File: src/rtl/cdc_sync_bus_filt.sv
// cdc_sync_bus_filt
// -----------------
// Multi-bit, N-stage synchroniser with a per-bit glitch filter and registered
// rise/fall strobes. Each of the WIDTH bits is handled independently; there is
// no cross-bit coherence, so multi-bit values must be Gray-coded or otherwise
// change one bit at a time.
//
// Parameters:
//   WIDTH         - number of independent input bits (>= 1)
//   STAGES        - synchroniser flop depth (>= 2)
//   FILTER_CYCLES - extra consecutive cycles a new synchronised value must hold
//                   before it is accepted (0 = no filtering)
//   RESET_VAL     - value loaded into every sync stage and dout on reset
//
// Ports:
//   clock   - destination clock, all flops on the rising edge
//   srst_n  - synchronous active-low reset
//   din     - asynchronous, quasi-static inputs
//   dout    - synchronised, filtered value
//   rise    - one-cycle strobe per bit when dout[i] goes 0->1
//   fall    - one-cycle strobe per bit when dout[i] goes 1->0
//   changed - OR of all rise and fall bits, same cycle

module cdc_sync_bus_filt #(
  parameter int unsigned       WIDTH         = 1,
  parameter int unsigned       STAGES        = 2,
  parameter int unsigned       FILTER_CYCLES = 0,
  parameter logic [WIDTH-1:0]  RESET_VAL     = '0
) (
  input  logic             clock,
  input  logic             srst_n,
  input  logic [WIDTH-1:0] din,
  output logic [WIDTH-1:0] dout,
  output logic [WIDTH-1:0] rise,
  output logic [WIDTH-1:0] fall,
  output logic             changed
);

  // Elaboration-time parameter checks.
  if (STAGES < 2) begin : gen_stages_chk
    $error("cdc_sync_bus_filt: STAGES must be >= 2");
  end
  if (WIDTH < 1) begin : gen_width_chk
    $error("cdc_sync_bus_filt: WIDTH must be >= 1");
  end

  // Counter holds 0..FILTER_CYCLES; keep at least one bit so the logic stays
  // uniform when filtering is disabled.
  localparam int unsigned      CNT_W   = (FILTER_CYCLES == 0) ? 1 : $clog2(FILTER_CYCLES + 1);
  localparam logic [CNT_W-1:0] CNT_MAX = CNT_W'(FILTER_CYCLES);

  // ---------------------------------------------------------------------------
  // Synchroniser chain. Only stage 0 can go metastable; nothing but the last
  // stage is ever read by downstream logic.
  // ---------------------------------------------------------------------------
  logic [WIDTH-1:0] sync_q [STAGES];
  logic [WIDTH-1:0] s;

  always_ff @(posedge clock) begin
    if (!srst_n) begin
      for (int k = 0; k < STAGES; k++) begin
        sync_q[k] <= RESET_VAL;
      end
    end else begin
      sync_q[0] <= din;
      for (int k = 1; k < STAGES; k++) begin
        sync_q[k] <= sync_q[k-1];
      end
    end
  end

  assign s = sync_q[STAGES-1];

  // ---------------------------------------------------------------------------
  // Per-bit filter. A bit is accepted only after s has differed from dout on
  // FILTER_CYCLES+1 consecutive edges; any reversion clears the count.
  // ---------------------------------------------------------------------------
  logic [CNT_W-1:0] cnt_q [WIDTH];
  logic [CNT_W-1:0] cnt_d [WIDTH];
  logic [WIDTH-1:0] dout_q, dout_d;
  logic [WIDTH-1:0] rise_q, rise_d;
  logic [WIDTH-1:0] fall_q, fall_d;
  logic             changed_q, changed_d;

  always_comb begin
    cnt_d  = cnt_q;
    dout_d = dout_q;
    rise_d = '0;
    fall_d = '0;
    for (int i = 0; i < WIDTH; i++) begin
      if (s[i] == dout_q[i]) begin
        cnt_d[i] = '0;
      end else if (cnt_q[i] == CNT_MAX) begin
        dout_d[i] = s[i];
        cnt_d[i]  = '0;
        rise_d[i] = s[i];
        fall_d[i] = ~s[i];
      end else begin
        cnt_d[i] = cnt_q[i] + 1'b1;
      end
    end
    changed_d = |(rise_d | fall_d);
  end

  always_ff @(posedge clock) begin
    if (!srst_n) begin
      for (int i = 0; i < WIDTH; i++) begin
        cnt_q[i] <= '0;
      end
      dout_q    <= RESET_VAL;
      rise_q    <= '0;
      fall_q    <= '0;
      changed_q <= 1'b0;
    end else begin
      cnt_q     <= cnt_d;
      dout_q    <= dout_d;
      rise_q    <= rise_d;
      fall_q    <= fall_d;
      changed_q <= changed_d;
    end
  end

  assign dout    = dout_q;
  assign rise    = rise_q;
  assign fall    = fall_q;
  assign changed = changed_q;

endmodule

File: config.mk
export PLATFORM = sky130hd
export DESIGN_NAME = cdc_sync_bus_filt
export DESIGN_NICKNAME = d
export VERILOG_FILES = /design/src/rtl/cdc_sync_bus_filt.sv
export SDC_FILE = /design/constraint.sdc
export NUM_CORES = 1
export LEC_CHECK = 0
export ABC_AREA = 1
export CORE_AREA = 4 4 41 43
export DETAILED_ROUTE_END_ITERATION = 10
export DIE_AREA = 0 0 45 47
export PLACE_DENSITY_LB_ADDON = 0.1
export SYNTH_ARGS = -nofsm -noshare
export SYNTH_HDL_FRONTEND = slang
export SYNTH_SLANG_ARGS = --single-unit
File: constraint.sdc
create_clock -name clock -period 1.2 [get_ports clock]
set_clock_uncertainty 0.05 [all_clocks]
set_input_delay 0.12 -clock clock [delete_from_list [all_inputs] [get_ports clock]]
set_output_delay 0.12 -clock clock [all_outputs]
set_load 0.02 [all_outputs]
==> reports/metrics.cfg, run 1 <==
[clocking]
clock-sinks = 7
cts_buffers = 3
holdBufCountCts = 0
clk-insertion-delay-late_ns = 0.24
cts-resized-gates = 4
cts.clk_slew.worst_paths_ns = 0.05
ctsLongestPathBuffers = 2
cts_tree = yes
htreeDepth = 1
cts-root-buf = clkbuf_4
postCtsSetupRepairBufs = 0

[die]
dieArea_sq_mm = 0.00212
die_height_um = 47
die_w_um = 45
start_util = 0.169
io_pins = 7
num_rows = 13
core_area_sq_mm = 0.00130

[placed_design]
place_congestion = 0.586
dp.final_hpwl_um = 252
post_dp_cell_area_sq_um = 299
portBuffers = 6
detailedPlace.worstSlack_ns = 0.0698
dp_cells = 49

[synthesis]
synth_nets = 31
syn_inst = 28
ys_ff_latch = 7
syn_area_sq_um = 220
ys_seq_area_frac = 0.636
yosysWarnings = 0
ys_types = 7
avgSynthCellArea_sq_um = 7.86

[cells_and_area]
area_growth_pct = 45.5
num-nets-final = 42
drive_gt1_frac = 0.105
fin_cells = 53
final_area_sq_um = 320
final_cell_mix = 7 x inv_1, 7 x dfxtp_1, 6 x nand2_1
fillers = 155
antenna_cells = 0

[critical_path]
worstReg2RegStart = cnt_q
crit_fanout = 4
path_class = flop to primary output
slowest_delay_ns = 0.35
crit_path_start = dout
startpoint_type = flop
end_kind = primary output
cp_num_buf_inv = 1
arrival_ns = 0.94
critPathSlowestCell = dfxtp_1
cp_cell_sequence = dlygate4sd2_1
crit_family = flip-flops
crit_required_ns = 1.03

[drt]
dr_total_vias = 171
viasPerCell = 3.23
drtIter0Drc = 0
detail-route-antenna-nets = 0
drc_errors = 0
routed_wl_um = 310
dr.pass1.iters = 1
drt-wirelength-per-cell_um = 5.85

[grt]
first_global_vias = 152
gr-total-overflow = 0
grt_busiest_layer = met4
antenna_found_initial = 0
grt_pass1_wl_um = 496
met3_usage = 0.0230
use_met1 = 0.0322
grt_util_met2 = 0.0508
grt_max_degree = 6
grt_usage = 0.0373

[min_path]
min_from = din
holdCritPathClass = input pin to flop

[timing]
worst_slack_ns = 0.0913
finalCritPeriodShare = 0.924
setup-violations-final = 0
hold_violations = 0
fmax_mhz = 902
drv_slew = 0
rsz0062_at_grt = no
period_minus_slack_ns = 1.11
tns_ns = 0

[outcome]
status = finished clean

[power_and_ir_drop]
leakage_nw = 0.197
total_power_w = 0.000486
powerDensity_mw_per_mm2 = 1520
peakVddDrop_v = 0.000321

[job]
cap_viol_max_count = 0

==> final timing paths <==
check	end	slack, ns	cells after the start
min reg2reg	sync_q[0][1]	0.37	2
max	dout	0.09	1
min	sync_q[0][0]	0.35	3
max reg2reg	changed	0.51	3
==> cell families (layout without fill, tap and decap cells) <==
family | count (synthesis) | after routing | synth area share
compound gates | 1 | 1 | 0.0227
flops | 7 | 7 | 0.636
simple gates | 11 | 11 | 0.188
other cells | 1 | 1 | 0.0170
buf+inv | 8 | 18 | 0.136
==> worst min-delay path, delay by kind of cell <==
family | cells | cell delay [ns]
buffers and inverters | 2 | 0.42
AND/OR/NAND/NOR | 1 | 0.06
==> flip-flops by register name, summed over array words and instances (netlist names) <==
signal	count
rise	1
dout	1
changed	1
sync_q	2
cnt_q	1
fall	1
==> power breakdown <==
part           switching (W)  internal, W
combinational      0.0000161    0.0000146
sequential        0.00000480     0.000242
clock              0.0000820     0.000127
==> layer usage <==
layer,share of wire,vias to the layer above,wire length (um)
met4,0,0,0
met3,0.13,0,40
met1,0.42,71,129
li1,-,94,-
met2,0.45,6,141
met5,0,-,0
==> Yosys cell counts <==
master | n | share of area
inv_2 | 1 | 0.017
inv_1 | 7 | 0.12
nor2_1 | 5 | 0.085
o21ai_0 | 1 | 0.023
nand2_1 | 6 | 0.10
conb_1 | 1 | 0.017
dfxtp_1 | 7 | 0.64
==> through the flow <==
step	util	hold slack, ns
floorplan	-	0.163
global placement	0.230	0.356
detailed placement	0.230	0.358
CTS	0.246	0.339
global route	0.246	0.350
finish	0.246	0.349
==> layout make-up <==
type | instances | area, sq um | share of cell area
Clock buffer | 4 | 26.3 | 0.0820
Inverter | 8 | 30.0 | 0.0938
Sequential cell | 7 | 140 | 0.437
Multi-Input combinational cell | 13 | 50.0 | 0.156
Timing Repair Buffer | 6 | 55.1 | 0.172
Tap cell | 15 | 18.8 | 0.0586
Power figures use the tool's default switching activity.
==> run 2, diff against run 1 <==
Settings changed: ABC_AREA 1 to 0, CORE_AREA 4 4 41 43 to 2 2 39 41, DIE_AREA 0 0 45 47 to 0 0 41 43, SETUP_SLACK_MARGIN set to 0.4.
==> reports/metrics.cfg, run 2 <==
[outcome]
status = finished clean

[min_path]
holdCritPathClass = flop to flop
hold_depth = 1
min_from = sync_q[0][0]
holdPathEnd = sync_q[0][1]

[synthesis]
avgSynthCellArea_sq_um = 12.0
syn_inst = 18
synth_top_cell_area_share = 0.651
ys_ff_latch = 7
synthFlopType = dfxtp_1
synth_nets = 21
ys_types = 9
synth_common_cells = 7 x dfxtp_1, 2 x and2_1, 2 x nand2b_1, 2 x nor2_1
syn_area_sq_um = 215
synth-edff-count = 0
yosysWarnings = 0
yosysTopAreaCell = dfxtp_1
synthArstFlopShare = 0
yosys-top-cells-area = dfxtp_1 65%, nand2b_4 6.4%, and2_1 5.8%
synth.most_common_cell = dfxtp_1
ys_seq_area_frac = 0.651

[timing]
hold_violations = 0
hold-worst-slack_ns = 0.389
drv_slew = 0
finalCritPeriodShare = 0.738
worst_slack_ns = 0.314
rsz0062_at_grt = yes
setup-violations-final = 0
tns_ns = 0
fmax_mhz = 1130
period_minus_slack_ns = 0.886

[drt]
drt-wirelength-per-cell_um = 7.30
dr_total_vias = 138
routed_wl_um = 321
dr.pass1.iters = 2
drc_errors = 0
detail-route-antenna-nets = 0
viasPerCell = 3.14
drtIter0Drc = 2

[critical_path]
crit_required_ns = 1.03
path_class = flop to primary output
crit_family = flip-flops
slowest_delay_ns = 0.35
r2r-end = changed
cp_num_buf_inv = 1
reg2reg_depth = 2
arrival_ns = 0.72
worstReg2RegStart = dout
critPathSlowestCell = dfxtp_2
cp_cell_sequence = buf_6
startpoint_type = flop
end_kind = primary output
rrSetupSlack_ns = 0.46
crit_fanout = 4

[grt]
gr-total-overflow = 0
grt_usage = 0.0513
grt_max_degree = 5
first_global_vias = 131
grt_pass1_wl_um = 517
antenna_found_initial = 0

[clocking]
cts_buffers = 3
htreeDepth = 1
cts_tree = yes
cts-root-buf = clkbuf_4
ctsLongestPathBuffers = 2
clock-sinks = 7
clk-insertion-delay-late_ns = 0.25
cts.clk_slew.worst_paths_ns = 0.05

[placed_design]
portBuffers = 6
detailedPlace.worstSlack_ns = 0.104
place_congestion = 0.635
post_dp_cell_area_sq_um = 297

[cells_and_area]
num-nets-final = 32
final_cell_mix = 5 x dfxtp_2, 4 x buf_6, 3 x clkbuf_4
area_growth_pct = 54.7
largest-register = sync_q
largest_reg_flops = 2
antenna_cells = 0
final_common_cell = dfxtp_2
final_area_sq_um = 333
fillers = 148
drive_gt1_frac = 0.500

[die]
num_rows = 14
dieArea_sq_mm = 0.00176
io_pins = 7
core_area_sq_mm = 0.00138
die_w_um = 41
start_util = 0.156
die_height_um = 43

[power_and_ir_drop]
powerDensity_mw_per_mm2 = 1450
peakVddDrop_v = 0.000494
total_power_w = 0.000484
leakage_nw = 0.136

[job]
cap_viol_max_count = 0

## run 2: cell types whose count changed in the layout (fill, tap and decap cells not counted), sizes merged
cell | before | now
nor2 | 5 | 2
buf | 0 | 4
a21oi | 0 | 1
o21ai | 1 | 0
mux2i | 0 | 1
dlygate4sd2 | 4 | 0
nor2b | 0 | 1
and2 | 0 | 2
nand2b | 0 | 3
inv | 8 | 0
nand2 | 6 | 0
## run 2: timing repair
action / in CTS / in global routing
setup endpoints to repair: 4 / 5
gates cloned: 0 / 0
resized for setup: 27 / 1
setup buffers: 0 / 0
hold buffers: 0 / 0
## run 2: worst max path at each step
| stage | start | endpoint | slack [ns] | depth (start not counted) |
|---|---|---|---|---|
| finish | dout | dout | 0.31 | 1 |
| global route | dout | dout | 0.27 | 1 |
| floorplan | dout | changed | 0.45 | 2 |
| CTS | dout | dout | 0.30 | 1 |
| global placement | dout | dout | 0.11 | 1 |
| detailed placement | dout | dout | 0.10 | 1 |
## run 2: final cells by class
class / instances / area (sq um) / area share
timing repair buffer: 6 / 65.1 / 0.195
sequential: 7 / 146 / 0.440
tap: 16 / 20.0 / 0.0602
clock buffer: 4 / 26.3 / 0.0789
multi-input combinational: 11 / 75.1 / 0.226
## run 2: where the power goes
part           switching (W)  internal, W
Sequential        0.00000408     0.000241
Clock              0.0000832     0.000127
Combinational      0.0000110    0.0000176
Total              0.0000983     0.000385
## run 2: cells by family after synthesis
family,after synthesis,share of synthesized area
simple gates,8,0.244
mux,1,0.0465
other cells,1,0.0174
compound gates,1,0.0407
flops,7,0.651
## run 2: per-stage QoR
step                std cells   util
finish                     44  0.241
floorplan                  18      -
global placement           40  0.214
detailed placement         40  0.214
global route               44  0.241
CTS                        44  0.240
## run 2: metal layers
layer  track usage  wire (um)  share of wire  vias up
met3        0.0471         35           0.11        0
met2        0.0563        152           0.47        4
met5             0          0              0        -
met4        0.0600          0              0        0
met1        0.0484        133           0.41       60
li1              -          -              -       74
==> run 3, diff against run 2 <==
Clock period 1.2 ns to 0.83 ns, I/O delays scaled along.
==> reports/metrics.cfg, run 3 (synthesis results as in run 2) <==
[critical_path]
arrival_ns = 0.72
slowest_delay_ns = 0.34
setup.worst_path.end = dout
critPathSlowestCell = dfxtp_4
crit_path_start = dout
cp_cell_sequence = buf_6
r2r-end = changed
crit_fanout = 2
end_kind = primary output
startpoint_type = flop
reg2reg_depth = 3
crit_required_ns = 0.70
worstReg2RegStart = dout
rrSetupSlack_ns = -0.01
crit_cells = 1
crit_family = flip-flops
cp_num_buf_inv = 1
path_class = flop to primary output

[cells_and_area]
drive_gt1_frac = 0.655
area_growth_pct = 69.8
num-nets-final = 33
largest_reg_flops = 2
fillers = 157
antenna_cells = 0
final_cell_mix = 4 x buf_6, 3 x nand2b_4, 3 x dfxtp_2, 3 x clkbuf_4, 3 x dfxtp_4
final_area_sq_um = 365
final_core_util = 0.264
final-seq-area_sq_um = 155
final_common_cell = buf_6
multiInputGateArea_sq_um = 92.6
largest-register = sync_q

[clocking]
cts_tree = yes
htreeDepth = 1
holdBufCountCts = 0
cts-root-buf = clkbuf_4
cts_buffers = 3
cts.clk_slew.worst_paths_ns = 0.05
ctsLongestPathBuffers = 2
clock-sinks = 7
clk-insertion-delay-late_ns = 0.26
postCtsSetupRepairBufs = 0

[outcome]
status = complete, but fails checks
violations = negative setup slack

[drt]
drc_errors = 0
routed_wl_um = 353
drt-wirelength-per-cell_um = 7.84
detail-route-antenna-nets = 0
dr.pass1.iters = 1
viasPerCell = 3.49
drtIter0Drc = 0
dr_total_vias = 157

[die]
die_w_um = 41
dieArea_sq_mm = 0.00176
num_rows = 14
die_height_um = 43
io_pins = 7
core_area_sq_mm = 0.00138
start_util = 0.156

[placed_design]
post_dp_cell_area_sq_um = 323
place_congestion = 0.583
portBuffers = 6
dp.final_hpwl_um = 249

[timing]
rsz0062_at_grt = yes
drv_slew = 0
fmax_mhz = 1180
finalCritPeriodShare = 1.02
worst_slack_ns = -0.0202
hold_violations = 0
setup-violations-final = 4
period_minus_slack_ns = 0.850

[power_and_ir_drop]
peakVddDrop_v = 0.000582
leakage_nw = 0.149
powerDensity_mw_per_mm2 = 1950

[grt]
met3_usage = 0.0314
grt_util_met2 = 0.0719
grt_usage = 0.0603
grt_max_degree = 5
grt_pass1_wl_um = 627
use_met1 = 0.0613
gr-total-overflow = 0
grt_busiest_layer = met4
antenna_found_initial = 0
first_global_vias = 160

[min_path]
holdCritPathClass = input pin to flop

[job]
cap_viol_max_count = 0

## run 3: cell count changes in the layout (fill, tap and decap cells not counted)
cell	before	now
dlygate4sd2_1	0	1
clkdlybuf4s50_1	2	0
clkdlybuf4s15_1	0	1
nor2_1	2	1
buf_4	0	1
nor2_2	0	1
nand2b_4	1	3
dfxtp_2	5	3
dfxtp_4	0	3
dfxtp_1	2	1
nand2b_1	2	0
## run 3: layout make-up
cell class | count | area share
tap | 16 | 0.0548
multi-input combinational | 11 | 0.253
timing repair buffer | 7 | 0.195
sequential | 7 | 0.425
clock buffer | 4 | 0.0719
## run 3: worst register-to-register path, cell delays in order, from the launching register on
cell      delay, ns
dfxtp_4        0.34
buf_4          0.14
nand2b_4       0.14
a21oi_2        0.10
## run 3: power breakdown
part	internal, W	leakage [nW]	switching, W
Sequential	0.000340	0.0606	0.00000642
Clock	0.000184	0.0150	0.000134
Combinational	0.0000278	0.0730	0.0000186
## run 3: timing repair
action | CTS | global route
pin swaps | 1 | 0
setup endpoints to repair | 10 | 10
gates resized for setup | 29 | 2
## run 3: metal layers
metal  wire (um)  up-vias
met2         148        8
met4          21        0
met1         139       71
met5           0        -
met3          44        2
li1            -       76
## run 3: worst min path at each step
stage                       startpoint            to  slack (ns)  cells past startpoint
after floorplan                 srst_n  sync_q[0][0]        0.15                      1
after CTS                          din  sync_q[0][0]         0.1                      2
final                              din  sync_q[0][0]        0.10                      2
after detailed placement  sync_q[0][0]  sync_q[0][1]        0.37                      1
after global routing               din  sync_q[0][0]         0.1                      2
after global placement    sync_q[0][0]  sync_q[0][1]        0.36                      1
## run 3: per-stage QoR
step | total power, W | hold WS [ns] | TNS (ns) | cells | worst slack [ns]
2_1_floorplan | 0.000375 | 0.155 | 0 | 18 | 0.113
4_1_cts | 0.000730 | 0.0980 | -0.0826 | 45 | -0.0318
3_5_place_dp | 0.000398 | 0.366 | -1.48 | 41 | -0.212
5_1_grt | 0.000753 | 0.0993 | -0.203 | 45 | -0.0440
6_report | 0.000711 | 0.101 | -0.0498 | 45 | -0.0202
3_3_place_gp | 0.000397 | 0.361 | -1.42 | 41 | -0.216
